--- config.mk ---
export PLATFORM = sky130hd
export DESIGN_NAME = hs_spi_axi_arbiter
export DESIGN_NICKNAME = d
export VERILOG_FILES = /design/src/rtl/hs_spi_arb_pkg.sv /design/src/rtl/hs_spi_rr_pick.sv /design/src/rtl/hs_spi_axi_arbiter.sv
export SDC_FILE = /design/constraint.sdc
export NUM_CORES = 1
export LEC_CHECK = 0
export BUFFER_PORTS_ARGS = -buffer_cell sky130_fd_sc_hd__buf_2
export CAP_MARGIN = 20
export CORE_MARGIN = 2
export CORE_UTILIZATION = 26
export CTS_BUF_LIST = sky130_fd_sc_hd__clkbuf_8
export CTS_CLUSTER_DIAMETER = 120
export DETAILED_ROUTE_END_ITERATION = 7
export PLACE_DENSITY = 0.64
export RECOVER_POWER = 100
export SLEW_MARGIN = 20
export SYNTH_ARGS = -nofsm -noshare
export SYNTH_HDL_FRONTEND = slang
export SYNTH_SLANG_ARGS = --single-unit
--- constraint.sdc ---
create_clock -name aclk -period 1.8 [get_ports aclk]
set_input_delay 0.36 -clock aclk [delete_from_list [all_inputs] [get_ports aclk]]
set_output_delay 0.36 -clock aclk [all_outputs]
set_load 0.01 [all_outputs]
--- src/rtl/hs_spi_arb_pkg.sv ---
// Shared types and helpers for the HS-SPI AXI4-Lite request arbiter.
package hs_spi_arb_pkg;

  typedef enum logic [2:0] {
    IDLE,
    WR,
    RD,
    WAIT_B,
    WAIT_R,
    RESP
  } state_t;

  localparam logic [1:0] AXI_OKAY = 2'b00;

  // Index of the first set request at or after ptr, wrapping at n (n <= 8).
  function automatic logic [2:0] rr_pick(input logic [7:0] req, input logic [2:0] ptr,
                                         input int unsigned n);
    logic       found;
    logic [3:0] idx;
    rr_pick = '0;
    found   = 1'b0;
    for (int unsigned i = 0; i < 8; i++) begin
      idx = {1'b0, ptr} + 4'(i);
      if (idx >= 4'(n)) idx = idx - 4'(n);
      if ((i < n) && !found && req[idx[2:0]]) begin
        found   = 1'b1;
        rr_pick = idx[2:0];
      end
    end
  endfunction

endpackage

--- src/rtl/hs_spi_rr_pick.sv ---
// Combinational round-robin chooser: first requester at/after ptr wins.
module hs_spi_rr_pick
  import hs_spi_arb_pkg::*;
#(
  parameter int unsigned NREQ = 4
) (
  input  logic [NREQ-1:0]         req,
  input  logic [$clog2(NREQ)-1:0] ptr,
  output logic [$clog2(NREQ)-1:0] gnt_idx,
  output logic                    any
);

  localparam int unsigned IW = $clog2(NREQ);

  assign gnt_idx = IW'(rr_pick(8'(req), 3'(ptr), NREQ));
  assign any     = |req;

endmodule

--- src/rtl/hs_spi_axi_arbiter.sv ---
// Round-robin arbiter sharing one AXI4-Lite slave (HS-SPI bridge) between
// NREQ single-beat request ports, one outstanding transaction at a time.
// Optional macro HS_SPI_ARB_IDLE_WAIT_EN: grant only while spi_idle is high.
module hs_spi_axi_arbiter
  import hs_spi_arb_pkg::*;
#(
  parameter int unsigned NREQ = 4,
  parameter int unsigned AW   = 10,
  parameter int unsigned DW   = 32
) (
  input  logic                 aclk,
  input  logic                 aresetn,
  input  logic [NREQ-1:0]      req_valid,
  input  logic [NREQ-1:0]      req_write,
  input  logic [NREQ*AW-1:0]   req_addr,
  input  logic [NREQ*DW-1:0]   req_wdata,
  output logic [NREQ-1:0]      req_ready,
  output logic [NREQ-1:0]      rsp_valid,
  output logic [DW-1:0]        rsp_rdata,
  output logic                 rsp_err,
  output logic [AW-1:0]        m_axi_awaddr,
  output logic [2:0]           m_axi_awprot,
  output logic                 m_axi_awvalid,
  input  logic                 m_axi_awready,
  output logic [DW-1:0]        m_axi_wdata,
  output logic [DW/8-1:0]      m_axi_wstrb,
  output logic                 m_axi_wvalid,
  input  logic                 m_axi_wready,
  input  logic [1:0]           m_axi_bresp,
  input  logic                 m_axi_bvalid,
  output logic                 m_axi_bready,
  output logic [AW-1:0]        m_axi_araddr,
  output logic [2:0]           m_axi_arprot,
  output logic                 m_axi_arvalid,
  input  logic                 m_axi_arready,
  input  logic [DW-1:0]        m_axi_rdata,
  input  logic [1:0]           m_axi_rresp,
  input  logic                 m_axi_rvalid,
  output logic                 m_axi_rready,
  input  logic                 spi_idle,
  output logic                 busy
);

  localparam int unsigned IW = $clog2(NREQ);

  state_t         state;
  logic [IW-1:0]  rr_ptr;
  logic [IW-1:0]  gidx;
  logic [IW-1:0]  gnt_q;
  logic [AW-1:0]  addr_q;
  logic [DW-1:0]  wdata_q;
  logic           any_req;
  logic           can_grant;
  logic           grant;

  hs_spi_rr_pick #(.NREQ(NREQ)) u_pick (
    .req     (req_valid),
    .ptr     (rr_ptr),
    .gnt_idx (gidx),
    .any     (any_req)
  );

`ifdef HS_SPI_ARB_IDLE_WAIT_EN
  assign can_grant = spi_idle;
`else
  logic unused_spi_idle;
  assign unused_spi_idle = spi_idle;
  assign can_grant       = 1'b1;
`endif

  // aresetn gates the grant so req_ready stays low throughout reset
  assign grant = (state == IDLE) && any_req && can_grant && aresetn;
  assign busy  = (state != IDLE);

  assign m_axi_awaddr = addr_q;
  assign m_axi_araddr = addr_q;
  assign m_axi_wdata  = wdata_q;
  assign m_axi_wstrb  = '1;
  assign m_axi_awprot = '0;
  assign m_axi_arprot = '0;

  // One-hot acceptance strobe for the requester chosen this cycle
  always_comb begin
    req_ready = '0;
    if (grant) req_ready[gidx] = 1'b1;
  end

  // Transaction sequencer: grant, AXI handshakes, one-cycle response
  always_ff @(posedge aclk or negedge aresetn) begin
    if (!aresetn) begin
      state         <= IDLE;
      rr_ptr        <= '0;
      gnt_q         <= '0;
      addr_q        <= '0;
      wdata_q       <= '0;
      m_axi_awvalid <= 1'b0;
      m_axi_wvalid  <= 1'b0;
      m_axi_bready  <= 1'b0;
      m_axi_arvalid <= 1'b0;
      m_axi_rready  <= 1'b0;
      rsp_valid     <= '0;
      rsp_rdata     <= '0;
      rsp_err       <= 1'b0;
    end else begin
      case (state)
        IDLE: begin
          if (grant) begin
            gnt_q   <= gidx;
            addr_q  <= req_addr[gidx*AW +: AW];
            wdata_q <= req_wdata[gidx*DW +: DW];
            rr_ptr  <= (gidx == IW'(NREQ - 1)) ? '0 : gidx + 1'b1;
            if (req_write[gidx]) begin
              state         <= WR;
              m_axi_awvalid <= 1'b1;
              m_axi_wvalid  <= 1'b1;
            end else begin
              state         <= RD;
              m_axi_arvalid <= 1'b1;
            end
          end
        end
        WR: begin
          // AW and W complete independently; a valid already dropped counts as done
          if (m_axi_awvalid && m_axi_awready) m_axi_awvalid <= 1'b0;
          if (m_axi_wvalid && m_axi_wready)   m_axi_wvalid  <= 1'b0;
          if ((!m_axi_awvalid || m_axi_awready) && (!m_axi_wvalid || m_axi_wready)) begin
            state        <= WAIT_B;
            m_axi_bready <= 1'b1;
          end
        end
        RD: begin
          if (m_axi_arready) begin
            m_axi_arvalid <= 1'b0;
            m_axi_rready  <= 1'b1;
            state         <= WAIT_R;
          end
        end
        WAIT_B: begin
          if (m_axi_bvalid) begin
            m_axi_bready <= 1'b0;
            rsp_valid    <= NREQ'(1) << gnt_q;
            rsp_rdata    <= '0;
            rsp_err      <= (m_axi_bresp != AXI_OKAY);
            state        <= RESP;
          end
        end
        WAIT_R: begin
          if (m_axi_rvalid) begin
            m_axi_rready <= 1'b0;
            rsp_valid    <= NREQ'(1) << gnt_q;
            rsp_rdata    <= m_axi_rdata;
            rsp_err      <= (m_axi_rresp != AXI_OKAY);
            state        <= RESP;
          end
        end
        RESP: begin
          rsp_valid <= '0;
          state     <= IDLE;
        end
        default: state <= IDLE;
      endcase
    end
  end

endmodule
==> impl_metrics.env, run 1 <==
export IMPL_grt_usage_pct=18.4
export IMPL_gp_congestion=0.785
export IMPL_internal_power_mw=7.63
export IMPL_routed_wl_um=20600
export IMPL_period_share_pct=125
export IMPL_holdWs_ns=0.202
export IMPL_insertion_delay_ns=0.38
export IMPL_avgSynthCellArea_um2=9.70
export IMPL_n_antenna_cell=0
export IMPL_synth_fa_ha_area_share_pct=0.930
export IMPL_num_rows=52
export IMPL_critPathKind="register to primary output"
export IMPL_drtAntennaViolNets=0
export IMPL_ys_ff_latch=91
export IMPL_synthMuxAreaShare_pct=8.88
export IMPL_synth_most_common_cell="dfrtp_1"
export IMPL_ys_seq_area_share_pct=42.3
export IMPL_cts_buffer_depth=2
export IMPL_dr_pass1_iters=4
export IMPL_wl_per_cell_um=17.5
export IMPL_h_tree_depth=3
export IMPL_hpwlAfterDp_um=13900
export IMPL_area_delta_synth_final_pct=58.2
export IMPL_fin_util_pct=41.9
export IMPL_drt_iter0_drc=195
export IMPL_switching_share_pct=39.9
export IMPL_drive_gt1_share_pct=41.0
export IMPL_timing_fmax_mhz=444
export IMPL_cts_buffers_inserted=9
export IMPL_antenna_found_initial=0
export IMPL_die_height_um=148
export IMPL_synth_compound_area_share_pct=26.8
export IMPL_die_w_um=148
export IMPL_synthFlopType="dfrtp_1"
export IMPL_grt_max_degree=92
export IMPL_synth_common_cells="dfrtp_1 (91), nand2_1 (60), o211ai_1 (46), o21ai_0 (46), nand3_1 (45)"
export IMPL_leakagePower_nw=4.04
export IMPL_status="finished with violations"
export IMPL_hold_path_class="primary input to register"
export IMPL_yosysTopAreaCellShare_pct=42.3
export IMPL_synth_top_family_by_area="compound AO/OA/AOI/OAI gates"
export IMPL_grt_pass1_wl_um=30900
export IMPL_ios=329
export IMPL_root_buffer="clkbuf_8"
export IMPL_cts_tree="yes"
export IMPL_grt_pass1_vias=5525
export IMPL_final_cell_area_um2=8510
export IMPL_p_per_area_nw_per_um2=1490
export IMPL_clkTransAtPathRegs_ns=0.10
export IMPL_pwr_share_clk_pct=13.8
export IMPL_critPathMaxFanout=7
export IMPL_yosysTopAreaCell="dfrtp_1"
export IMPL_grt_setup_unrepaired="yes"
export IMPL_violations="negative setup slack"
export IMPL_p_seq_share_pct=27.5
export IMPL_finalPower_mw=12.7
export IMPL_cp_arrival_ns=1.89
export IMPL_clock_sinks=91
export IMPL_worst_slack_ns=-0.450
export IMPL_syn_cell_area_um2=5380
export IMPL_ys_top_cells_by_area="dfrtp_1 (42%), mux2i_1 (8.0%), a211o_1 (7.2%)"
export IMPL_drv_slew=0
export IMPL_power_frac_comb_pct=58.7
export IMPL_yosys_area_share_simple_pct=12.7
export IMPL_end_kind="primary output"
export IMPL_routed_via_density=4.86
export IMPL_fillers=2067
export IMPL_start_util_pct=26.5
export IMPL_max_cap_violations=0
export IMPL_cp_start_kind="register"
export IMPL_portBuffers=317
export IMPL_skew_ns=0.0155
export IMPL_post_route_min_period_ns=2.25
export IMPL_peakVddDrop_mv=0.486
export IMPL_yosysUniqueCellTypes=51
export IMPL_max_slew_margin_pct=14.8
export IMPL_tightestPinTransition_ns=1.28
export IMPL_dr_total_vias=5698
export IMPL_synth_edf_count=0
export IMPL_final_nets=1122
export IMPL_core_um2=20300
export IMPL_die_area_um2=21900
export IMPL_placed_area_um2=7530
export IMPL_async_flop_share_pct=100
export IMPL_p_sw_mw=5.06
export IMPL_drc=0
export IMPL_synth_xor_area_share_pct=0
export IMPL_setup_viol=51
export IMPL_hold_violations=0
export IMPL_syn_inst=555
export IMPL_yosys_warnings=0
export IMPL_cp_required_ns=1.44
export IMPL_grt_ovfl_total=0
cells in the final DEF (no fill, tap or decap), types with 30 or more instances in the layout:
cell type,synthesis,routed
a211o_1,44,44
a22o_1,32,32
buf_2,26,218
buf_4,25,30
clkbuf_1,20,95
dfrtp_1,91,88
mux2i_1,43,41
nand2_1,60,59
o211ai_1,46,46
o21ai_0,46,46
through the flow:
step	worst slack, ns	TNS, ns	std cells
floorplan	-0.0809	-0.486	563
global placement	-0.152	-5.86	1122
detailed placement	-0.170	-6.55	1122
CTS	-0.457	-12.63	1166
global route	-0.550	-17.75	1173
finish	-0.450	-14.68	1173
critical path, stage by stage, from the launching register on:
cell	delay, ns
dfrtp_2	0.49
mux2i_4	0.22
o2bb2ai_4	0.13
nor2_4	0.19
ha_1	0.21
and2_1	0.12
buf_2	0.15
layer usage:
layer	track usage, %	vias to the layer above	share of wire [%]
met3	3.64	24	7.0
met2	31.6	266	49
li1	-	2736	-
met5	0	-	0
met4	5.95	0	1.9
met1	23.4	2672	42
sequential cells by signal, summed over array words and instances (netlist names):
name and count:
state 3, m_axi_arvalid 1, m_axi_araddr 10, m_axi_wdata 32
m_axi_awvalid 1, rsp_valid 4, rsp_rdata 32, rsp_err 1
gnt_q 2, rr_ptr 2, m_axi_rready 1, m_axi_bready 1
m_axi_wvalid 1
cell type report:
class	instances	area [um2]	area share (%)
Multi-Input combinational cell	389	2910	34.2
Timing Repair Buffer	395	2680	31.5
Sequential cell	91	2280	26.8
Inverter	12	52.6	0.617
Tap cell	270	338	3.97
Clock inverter	7	121	1.43
Clock buffer	9	124	1.45
final timing paths:
path / from / end / slack, ns / cells after the start
max: rr_ptr[1]$_DFFE_PN0P_ / req_ready[3] / -0.45 / 6
min: m_axi_rdata[4] / rsp_rdata[4]$_DFFE_PN0P_ / 0.20 / 2
max reg2reg: rr_ptr[1]$_DFFE_PN0P_ / m_axi_wdata[6]$_DFFE_PN0P_ / -0.35 / 12
min reg2reg: rsp_rdata[24]$_DFFE_PN0P_ / rsp_rdata[24]$_DFFE_PN0P_ / 0.50 / 1
max in group asynchronous: aresetn / state[2]$_DFFE_PN0P_ / 0.52 / 2
min in group asynchronous: aresetn / m_axi_araddr[3]$_DFFE_PN0P_ / 0.40 / 2
cells by family (layout without fill, tap and decap cells):
group                      count (synthesis)  in the layout
adders and majority gates                  4              4
AOI/OAI and AO/OA                        192            192
other                                      2             10
muxes                                     47             47
DFF                                       91             91
and+or+nand+nor                          136            136
buffers and inverters                     83            423
power groups by stage:
stage               registers, mW  clock network [mW]  logic, mW
floorplan                    3.80                   0       3.21
global placement             3.45                   0       5.89
detailed placement           3.47                   0       5.93
CTS                          3.45                1.82       7.50
global route                 3.62                1.90       8.06
finish                       3.49                1.76       7.45
repair_timing:
action	4_1_cts	5_1_grt
gates resized for setup	39	37
cloned	12	0
setup endpoints to repair	51	52
buffers inserted	17	13
hold buffers	0	0
pin swaps	16	32
No activity file was read; power rests on OpenSTA's default activity.
==> run 2, diff against run 1 <==
--- a/config.mk
+++ b/config.mk
@@ -12,7 +12,7 @@
 export CTS_BUF_LIST = sky130_fd_sc_hd__clkbuf_8
 export CTS_CLUSTER_DIAMETER = 120
 export DETAILED_ROUTE_END_ITERATION = 7
-export PLACE_DENSITY = 0.64
+export PLACE_DENSITY = 0.54
 export RECOVER_POWER = 100
 export SLEW_MARGIN = 20
 export SYNTH_ARGS = -nofsm -noshare
==> impl_metrics.env, run 2 (synthesis gave the netlist of run 1 again) <==
export IMPL_status="finished with violations"
export IMPL_violations="negative setup slack"
export IMPL_drv_slew=0
export IMPL_critPathKind="register to primary output"
export IMPL_end_kind="primary output"
export IMPL_multi_input_area_um2=2940
export IMPL_h_tree_depth=3
export IMPL_critPathMaxFanout=6
export IMPL_hold_violations=0
export IMPL_wl_per_cell_um=17.3
export IMPL_layout_commonest_cell="buf_2"
export IMPL_grt_setup_unrepaired="yes"
export IMPL_core_um2=20300
export IMPL_skew_ns=0.0180
export IMPL_finalSetupTns_ns=-14.01
export IMPL_clkTransAtPathRegs_ns=0.11
export IMPL_post_route_min_period_ns=2.30
export IMPL_start_util_pct=26.5
export IMPL_grt_max_degree=92
export IMPL_timing_fmax_mhz=435
export IMPL_dr_pass1_iters=4
export IMPL_area_delta_synth_final_pct=53.6
export IMPL_max_cap_violations=0
export IMPL_drt_iter0_drc=221
export IMPL_grt_usage_pct=17.8
export IMPL_num_rows=52
export IMPL_dr_total_vias=5692
export IMPL_portBuffers=317
export IMPL_p_per_area_nw_per_um2=1460
export IMPL_gp_congestion=0.777
export IMPL_insertion_delay_ns=0.38
export IMPL_dp_cells=1121
export IMPL_cp_start_kind="register"
export IMPL_seqCellArea_um2=2280
export IMPL_instances_no_fill=1170
export IMPL_routed_via_density=4.86
export IMPL_final_nets=1118
export IMPL_cp_arrival_ns=1.94
export IMPL_leakagePower_nw=3.87
export IMPL_cp_required_ns=1.44
export IMPL_ios=329
export IMPL_drive_gt1_share_pct=40.7
export IMPL_grt_pass1_wl_um=30400
export IMPL_cts_buffer_depth=2
export IMPL_die_w_um=148
export IMPL_routed_wl_um=20200
export IMPL_dpl_worst_slack_ns=-0.146
export IMPL_worst_slack_ns=-0.497
export IMPL_fillers=2048
export IMPL_grt_pass1_vias=5671
export IMPL_grt_ovfl_total=0
export IMPL_clock_sinks=91
export IMPL_peakVddDrop_mv=0.592
export IMPL_drc=0
export IMPL_setup_viol=85
export IMPL_root_buffer="clkbuf_8"
export IMPL_tightestPinTransition_ns=1.28
export IMPL_drtAntennaViolNets=0
export IMPL_cts_tree="yes"
export IMPL_antenna_found_initial=2
export IMPL_die_area_um2=21900
export IMPL_layout_common_cells="buf_2 (217), clkbuf_1 (96), dfrtp_1 (87)"
export IMPL_hold_path_class="primary input to register"
export IMPL_cts_buffers_inserted=9
export IMPL_period_share_pct=128
export IMPL_die_height_um=148
export IMPL_hpwlAfterDp_um=13900
export IMPL_max_slew_margin_pct=14.5
-- run 2: cell types whose count changed in the layout (fill, tap and decap cells not counted), moves of 3 or more --
cell / change
mux2i_1: -8
buf_12: -6
mux2i_2: +6
nand3_1: +13
buf_4: +5
buf_16: -5
nand3_2: -14
buf_6: +4
bufbuf_16: -3
-- run 2: worst max-delay path, cell delays in order (launching register included) --
cell       delay [ns]
dfrtp_2          0.49
mux2i_4          0.22
o2bb2ai_4        0.14
nor2_4           0.24
inv_6            0.07
ha_4             0.15
and2_4           0.14
buf_6            0.11
-- run 2: stage by stage --
step | cell area (um2) | hold slack (ns) | total power, mW | util [%]
floorplan | 5460 | 0.0644 | 7.00 | -
global placement | 7470 | 0.465 | 9.36 | 36.8
detailed placement | 7470 | 0.469 | 9.38 | 36.8
CTS | 8340 | 0.0446 | 12.4 | 41.1
global route | 8270 | 0.177 | 13.0 | 40.7
finish | 8270 | 0.202 | 12.1 | 40.7
-- run 2: layout make-up --
type	instances	area share, %
Antenna cell	1	0.0303
Tap cell	270	4.09
Clock buffer	9	1.50
Sequential cell	91	27.6
Inverter	12	0.636
Timing Repair Buffer	391	29.3
Clock inverter	7	1.29
Multi-Input combinational cell	389	35.6
-- run 2: worst paths after layout --
kind                                            start                          end  slack [ns]  depth (start not counted)
worst min register to register    rsp_err$_DFFE_PN0P_          rsp_err$_DFFE_PN0P_        0.49                          2
min in group asynchronous                     aresetn  m_axi_araddr[9]$_DFFE_PN0P_        0.52                          2
worst max register to register  rr_ptr[1]$_DFFE_PN0P_   m_axi_wdata[3]$_DFFE_PN0P_       -0.32                         11
worst max-delay path            rr_ptr[1]$_DFFE_PN0P_                 req_ready[0]       -0.50                          7
worst min-delay path                   m_axi_rdata[4]     rsp_rdata[4]$_DFFE_PN0P_        0.20                          2
max in group asynchronous                     aresetn         state[2]$_DFFE_PN0P_        0.41                          2
-- run 2: timing repair --
action / in CTS / in global routing
hold buffers: 0 / 0
setup buffers: 25 / 6
setup endpoints to repair: 52 / 87
pin swaps: 13 / 28
cloned: 7 / 0
gates resized for setup: 64 / 24
-- run 2: layer usage --
layer	GRT usage, %	vias to the layer above	part of all wire [%]
li1	-	2718	-
met5	0	-	0.064
met2	31.2	280	49
met3	4.20	37	7.5
met1	21.6	2655	41
met4	6.10	2	2.3
-- run 2: where the power goes --
part           switching (mW)  internal [mW]  total [mW]
clock                   0.848          0.807        1.65
sequential              0.561           2.92        3.48
combinational            3.63           3.34        6.97
total                    5.04           7.06        12.1
==> run 3, diff against run 2 <==
--- a/config.mk
+++ b/config.mk
@@ -12,7 +12,6 @@
 export CTS_BUF_LIST = sky130_fd_sc_hd__clkbuf_8
 export CTS_CLUSTER_DIAMETER = 120
 export DETAILED_ROUTE_END_ITERATION = 7
-export PLACE_DENSITY = 0.54
 export RECOVER_POWER = 100
 export SLEW_MARGIN = 20
 export SYNTH_ARGS = -nofsm -noshare
==> impl_metrics.env, run 3 (synthesis gave the netlist of run 1 again) <==
export IMPL_status="finished with violations"
export IMPL_violations="negative setup slack"
export IMPL_met1_length_um=8540
export IMPL_cts_buffer_depth=2
export IMPL_crit_start="rr_ptr[1]$_DFFE_PN0P_"
export IMPL_hold_violations=0
export IMPL_dr_pass1_iters=4
export IMPL_cts_buffers_inserted=9
export IMPL_ios=329
export IMPL_fillers=2064
export IMPL_portBuffers=317
export IMPL_internal_power_mw=7.09
export IMPL_critPathKind="register to primary output"
export IMPL_grt_max_degree=92
export IMPL_final_nets=1125
export IMPL_p_sw_mw=5.02
export IMPL_grt_pass1_vias=5735
export IMPL_grt_usage_pct=18.4
export IMPL_leakagePower_nw=3.95
export IMPL_drtAntennaViolNets=0
export IMPL_highest_layer="met5"
export IMPL_routed_wl_um=20600
export IMPL_insertion_delay_ns=0.39
export IMPL_critPathMaxFanout=7
export IMPL_hold_path_class="primary input to register"
export IMPL_grt_ovfl_total=0
export IMPL_peakVddDrop_mv=0.413
export IMPL_cp_arrival_ns=1.87
export IMPL_setup_viol=53
export IMPL_antenna_found_initial=1
export IMPL_core_um2=20300
export IMPL_dp_cells=1130
export IMPL_cts_tree="yes"
export IMPL_area_delta_synth_final_pct=54.7
export IMPL_timing_fmax_mhz=448
export IMPL_clock_sinks=91
export IMPL_hold_start="m_axi_rdata[12]"
export IMPL_grt_setup_unrepaired="yes"
export IMPL_drv_slew=0
export IMPL_dr_total_vias=5748
export IMPL_worst_slack_ns=-0.432
export IMPL_wl_per_cell_um=17.5
export IMPL_tightestPinTransition_ns=1.27
export IMPL_finalSetupTns_ns=-10.66
export IMPL_max_cap_violations=0
export IMPL_seqCellArea_um2=2280
export IMPL_h_tree_depth=3
export IMPL_wl_met3_um=1470
export IMPL_p_per_area_nw_per_um2=1450
export IMPL_gp_congestion=0.771
export IMPL_grt_pass1_wl_um=31100
export IMPL_routed_via_density=4.89
export IMPL_skew_ns=0.0182
export IMPL_clkTransAtPathRegs_ns=0.11
export IMPL_die_height_um=148
export IMPL_post_route_min_period_ns=2.23
export IMPL_instances_no_fill=1176
export IMPL_drc=0
export IMPL_root_buffer="clkbuf_8"
export IMPL_rrSetupSlack_ns=-0.26
export IMPL_die_w_um=148
export IMPL_multi_input_area_um2=2940
export IMPL_pwr_share_clk_pct=13.4
export IMPL_hpwlAfterDp_um=14100
export IMPL_cp_start_kind="register"
export IMPL_die_area_um2=21900
export IMPL_r2r_start="rr_ptr[1]$_DFFE_PN0P_"
export IMPL_switching_share_pct=41.4
export IMPL_layout_common_cells="buf_2 (217), clkbuf_1 (97), dfrtp_1 (89)"
export IMPL_dr_wl_met2_um=10000
export IMPL_num_rows=52
export IMPL_n_antenna_cell=0
export IMPL_layout_commonest_cell="buf_2"
export IMPL_power_frac_comb_pct=57.8
export IMPL_p_seq_share_pct=28.9
export IMPL_cts_hold_buffers=0
export IMPL_cp_required_ns=1.44
export IMPL_start_util_pct=26.5
export IMPL_max_slew_margin_pct=15.2
export IMPL_end_kind="primary output"
export IMPL_period_share_pct=124
export IMPL_drive_gt1_share_pct=40.5
export IMPL_drt_iter0_drc=146
run 3: changes by cell type in the layout (fill, tap and decap cells not counted), sizes merged:
cell	delta
clkbuf	+2
buf	+2
inv	-1
diode	-1
clkinv	+1
bufbuf	+3
run 3: power by group through the flow:
stage / logic, mW / clock network (mW) / registers (mW)
6_report: 6.99 / 1.62 / 3.50
5_1_grt: 7.59 / 1.80 / 3.62
4_1_cts: 7.43 / 1.68 / 3.48
3_5_place_dp: 5.92 / 0 / 3.50
3_3_place_gp: 5.88 / 0 / 3.47
2_1_floorplan: 3.21 / 0 / 3.80
run 3: final timing paths:
kind,endpoint,cells past startpoint
max,req_ready[0],7
max reg2reg,m_axi_araddr[0]$_DFFE_PN0P_,10
min,rsp_rdata[12]$_DFFE_PN0P_,2
max in group asynchronous,rr_ptr[0]$_DFFE_PN0P_,2
min in group asynchronous,m_axi_araddr[9]$_DFFE_PN0P_,2
min reg2reg,rsp_err$_DFFE_PN0P_,2
run 3: area by class of cell:
cell class,count,area share [%]
multi-input combinational,389,35.3
timing repair buffer,398,30.0
sequential,91,27.4
tap,270,4.06
clock buffer,9,1.49
clock inverter,7,1.17
inverter,12,0.631
run 3: timing repair:
item,in CTS,in global routing
pin swaps,30,18
endpoints found under the hold margin,0,0
resized for setup,57,24
buffers inserted,24,3
endpoints found under the setup margin,52,86
gates cloned,9,0
run 3: metrics by stage:
step                      instance area [um2]  utilization (%)  setup slack (ns)  hold WS, ns  power [mW]
final                                    8330             41.0            -0.432        0.197        12.1
after global routing                     8330             41.0            -0.526        0.182        13.0
after CTS                                8470             41.7            -0.457       0.0719        12.6
after detailed placement                 7520             37.1            -0.173        0.472        9.42
after global placement                   7520             37.1            -0.164        0.464        9.35
after floorplan                          5460                -           -0.0809       0.0644        7.00
run 3: worst max-delay path: stages, from the launching register on:
cell and delay, ns:
dfrtp_2 0.48, mux2i_4 0.22, o2bb2ai_4 0.14, nor2_4 0.20, inv_6 0.07, ha_4 0.15
and2_4 0.13, buf_6 0.11
run 3: metal layers:
metal	vias up	track usage, %
met2	271	31.5
met3	35	3.98
met1	2700	22.4
li1	2740	-
met5	-	0
met4	2	7.52
